==> src/rtl/pc_unit.sv <==
// Fetch-stage program counter: reset vector, valid/ready handshake to fetch,
// stall/halt control, prioritised redirects and misaligned-target trapping.
module pc_unit #(
  parameter int                ADDR_W    = 8,
  parameter int                INC       = 4,
  parameter logic [ADDR_W-1:0] RESET_VEC = '0,
  parameter logic [ADDR_W-1:0] TRAP_VEC  = ADDR_W'(8'hF0),
  parameter int                CNT_W     = 16
) (
  input  logic              clk,
  input  logic              rst,
  input  logic              pc_ready,
  input  logic              stall,
  input  logic              halt,
  input  logic              resume,
  input  logic              trap,
  input  logic              jump_valid,
  input  logic [ADDR_W-1:0] jump_target,
  input  logic              branch_valid,
  input  logic [ADDR_W-1:0] branch_target,
  output logic [ADDR_W-1:0] pc_out,
  output logic              pc_valid,
  output logic              misalign,
  output logic [CNT_W-1:0]  fetch_cnt
);

  typedef enum logic [1:0] {
    BOOT = 2'd0,
    RUN  = 2'd1,
    HALT = 2'd2
  } state_t;

  // INC is a power of two, so its low bits form the alignment mask; INC=1 gives 0.
  localparam logic [ADDR_W-1:0] ALIGN_MASK = ADDR_W'(INC - 1);
  localparam logic [ADDR_W-1:0] STEP       = ADDR_W'(INC);

  state_t            state, state_next;
  logic [ADDR_W-1:0] pc_next;
  logic              misalign_next;
  logic              accept;
  logic              redirect;
  logic              jump_mis;
  logic              branch_mis;

  assign pc_valid   = (state == RUN);
  assign accept     = pc_valid && pc_ready;
  assign redirect   = trap || jump_valid || branch_valid;
  assign jump_mis   = (jump_target & ALIGN_MASK) != '0;
  assign branch_mis = (branch_target & ALIGN_MASK) != '0;

  // NOTE: every signal written here gets a default first so no path leaves it
  // unassigned; a missing default would infer a latch.
  always_comb begin
    state_next    = state;
    pc_next       = pc_out;
    misalign_next = 1'b0;

    // Redirects resolve identically in RUN and HALT; BOOT ignores them.
    if (state != BOOT) begin
      if (trap) begin
        pc_next = TRAP_VEC;
      end else if (jump_valid) begin
        pc_next       = jump_mis ? TRAP_VEC : jump_target;
        misalign_next = jump_mis;
      end else if (branch_valid) begin
        pc_next       = branch_mis ? TRAP_VEC : branch_target;
        misalign_next = branch_mis;
      end else if (accept && !stall) begin
        pc_next = pc_out + STEP;
      end
    end

    case (state)
      BOOT:    state_next = RUN;
      RUN:     if (halt && !redirect) state_next = HALT;
      HALT:    if (resume || trap) state_next = RUN;
      default: state_next = BOOT;
    endcase
  end

  // NOTE: sequential state uses non-blocking assignments so every register
  // samples pre-edge values, independent of statement order.
  always_ff @(posedge clk) begin
    if (rst) begin
      state     <= BOOT;
      pc_out    <= RESET_VEC;
      misalign  <= 1'b0;
      fetch_cnt <= '0;
    end else begin
      state    <= state_next;
      pc_out   <= pc_next;
      misalign <= misalign_next;
      if (accept) fetch_cnt <= fetch_cnt + 1'b1;
    end
  end

endmodule

==> config.mk <==
export PLATFORM = sky130hd
export DESIGN_NAME = pc_unit
export DESIGN_NICKNAME = d
export VERILOG_FILES = /design/src/rtl/pc_unit.sv
export SDC_FILE = /design/constraint.sdc
export NUM_CORES = 1
export LEC_CHECK = 0
export ABC_AREA = 1
export CORE_ASPECT_RATIO = 0.75
export CORE_MARGIN = 2
export CORE_UTILIZATION = 43
export CTS_BUF_LIST = sky130_fd_sc_hd__clkbuf_4 sky130_fd_sc_hd__clkbuf_8
export CTS_CLUSTER_SIZE = 30
export DETAILED_ROUTE_END_ITERATION = 6
export GPL_ROUTABILITY_DRIVEN = 0
export MAX_ROUTING_LAYER = met4
export PLACE_DENSITY = 0.83
export SYNTH_ARGS = -nofsm -noshare
export SYNTH_HDL_FRONTEND = slang
export SYNTH_SLANG_ARGS = --single-unit
==> constraint.sdc <==
create_clock -name clk -period 1.3 [get_ports clk]
set_input_delay 0.26 -clock clk [delete_from_list [all_inputs] [get_ports clk]]
set_output_delay 0.26 -clock clk [all_outputs]
set_load 0.1 [all_outputs]
==> qor.yml <==
outcome:
  status: "finished, violations left"
  violations: "negative setup slack"
route:
  drt_iter0_drc: 376
  routedWlPerCell_um: 18.9
  dr.pass1.iters: 6
  drc_errors: 0
  viasPerCell: 5.98
  vias: 2325
  ant_nets: 0
  wl_um: 7340
synth:
  yosys.area.top_type: "dfxtp_1"
  syn_nets: 278
  yosysWarnings: 0
  yosys.cell_types.count: 25
  syn_area_um2: 1620
  ys_top_cells_by_area: "dfxtp_1 (33%), nand2_1 (16%), nor2_1 (7.7%)"
  synth_top_area_frac: 0.335
  synth_seq_cells: 27
  synthCells: 251
  avgSynthCellArea_um2: 6.44
  synth_seq_area_share: 0.335
pwr:
  p_leak_nw: 1.22
  powerDensity_nw_per_um2: 749
  ir_worst_vdd_v: 0.000961
clock_network:
  root_buffer: "clkbuf_8"
  cts_tree: "yes"
  cts_hold_buf: 0
  clockBufferDepth: 2
  clk_latency_ps: 290
  clkSinkCount: 27
  cts_buffers: 3
  cts.clk_slew.worst_paths_ps: 100
  htree_levels: 1
floorplanning:
  core_area_um2: 3640
  row_count: 19
  start_util: 0.444
  die_height_um: 57.1
  die_w_um: 74.8
  die_area_um2: 4270
  num_io_pins: 51
global_route:
  grt_use_total: 0.275
  grt_pass1_wl_um: 8860
  grt_pass1_vias: 1923
  grt_start_max_net_pins: 16
  grt_overflow_total: 0
  antenna_found_initial: 0
min_path:
  min_to: "misalign"
  min_path_type: "input port to register"
  holdPathStages: 4
  worst_hold_startpoint: "jump_target[0]"
job:
  cap_violations: 0
final_layout:
  multi_input_area_um2: 1120
  drive_gt1_frac: 0.407
  layout_commonest_cell: "nand2_1"
  layout.nets: 365
  final.fill_count: 186
  antenna_cells: 0
  design_area_um2: 2980
  seqCellArea_um2: 596
  layout_common_cells: "nand2_1 (62), buf_4 (36), buf_12 (28)"
  syn2layout_area_growth_pct: 84.7
  layoutNonFillerInstCount: 389
placement:
  hpwl_um: 4070
  portBuffers: 50
  post_dp_cell_area_um2: 2730
  dp.cells: 375
worst_setup_path:
  ff2ff_setup_slack_ps: -120
  timing_worst_setup_path_type: "input port to register"
  timing.rr.end: "pc_out[6]"
  crit_fanout: 4
  cp-end-kind: "register"
  path_common_cell: "nand2_1"
  cp_slowest_cell: "clkdlybuf4s50_1"
  worstPathArrival_ps: 1650
  r2r_start: "state[1]"
  cp.required_ps: 1470
  max_stage_delay_ps: 440
  crit_path_cell_trace: "clkdlybuf4s50_1 -> inv_1 -> nand2_1 -> nand2_1 -> nand2_4 -> buf_4 -> o21ai_0 -> a21oi_1"
  start_kind: "input port"
  rr_worst_depth: 7
timing:
  tightest_slew_ps: 281
  fin_ws_ps: -184
  skew_ps: 2.85
  holdWs_ps: 444
  drv_slew: 0
  relSlewSlack: 0.811
  fin_crit_sh: 1.14
  setup_viol: 12
  min_period_ps: 1480
  rsz0062_at_grt: "true"
  finalHoldViolCount: 0
  fmax_mhz: 674
state kept, by name, summed over array words and instances, names as in the netlist:
signal and count:
state 2, pc_out 8, misalign 1, fetch_cnt 16
synthesized netlist by cell type (all sizes together):
cell,number
nand4,6
dfxtp,27
nor3,3
nand2,75
ha,2
o22ai,1
a21oi,26
buf,4
clkbuf,2
o21a,4
xor2,1
o21ai,12
nor2,39
inv,23
xnor2,5
nand3,17
or2,2
a31oi,2
timing repair:
item                                    CTS  global route
endpoints found under the hold margin     0             0
buffers inserted                          1            10
endpoints found under the setup margin   11            18
pin swaps                                 6             6
resized for setup                         9            34
power breakdown:
group	leakage, nW	internal (mW)	switching, mW	total [mW]
Clock	0.0255	0.216	0.308	0.524
Combinational	0.962	0.322	0.477	0.800
Sequential	0.232	0.850	0.0622	0.912
worst max path at each step:
stage                         startpoint  cells past startpoint      endpoint
after floorplan                 state[0]                      7  fetch_cnt[6]
after global placement      branch_valid                      8     pc_out[2]
after detailed placement  jump_target[0]                      6     pc_out[7]
after CTS                       state[0]                      3      pc_valid
after global routing                trap                      8     pc_out[6]
final                               trap                      8     pc_out[6]
worst max-delay path, delay by kind of cell:
kind	cells	cell delay [ps]
AND/OR/NAND/NOR	3	350
AO/OA/AOI/OAI	2	340
buffers and inverters	3	700
routing by layer:
metal  track usage  part of all wire  wire length (um)  up-vias
li1              -                 -                 -      987
met5             -                 0                 0        -
met4        0.0587             0.066               487        0
met2         0.415              0.46              3360      209
met3        0.0548              0.10               765       72
met1         0.383              0.37              2730     1057
stage by stage:
stage                     setup WS (ps)  power, mW  utilization  setup TNS [ps]
final                              -184       2.24        0.820            -829
after global routing               -192       2.27        0.820           -1230
after floorplan                    -256       1.29            -           -2960
after detailed placement           -401       1.62        0.752           -4780
after CTS                         -19.2       2.09        0.768           -19.2
after global placement             -290       1.61        0.752           -3880
cell families (layout without fill, tap and decap cells):
group	count (synthesis)	count (layout)	synth area share
compound gates	45	45	0.155
xor+xnor	6	6	0.0325
fa+ha+maj	2	2	0.0155
buf+inv	29	115	0.0736
flops	27	27	0.335
simple gates	142	142	0.389
area by class of cell:
class                      count  area share
clock buffer                   3      0.0138
clock inverter                 1     0.00168
inverter                      23      0.0298
multi-input combinational    195       0.374
sequential                    27       0.200
tap                           52      0.0218
timing repair buffer          88       0.359
(Power assumes the default switching activity.)
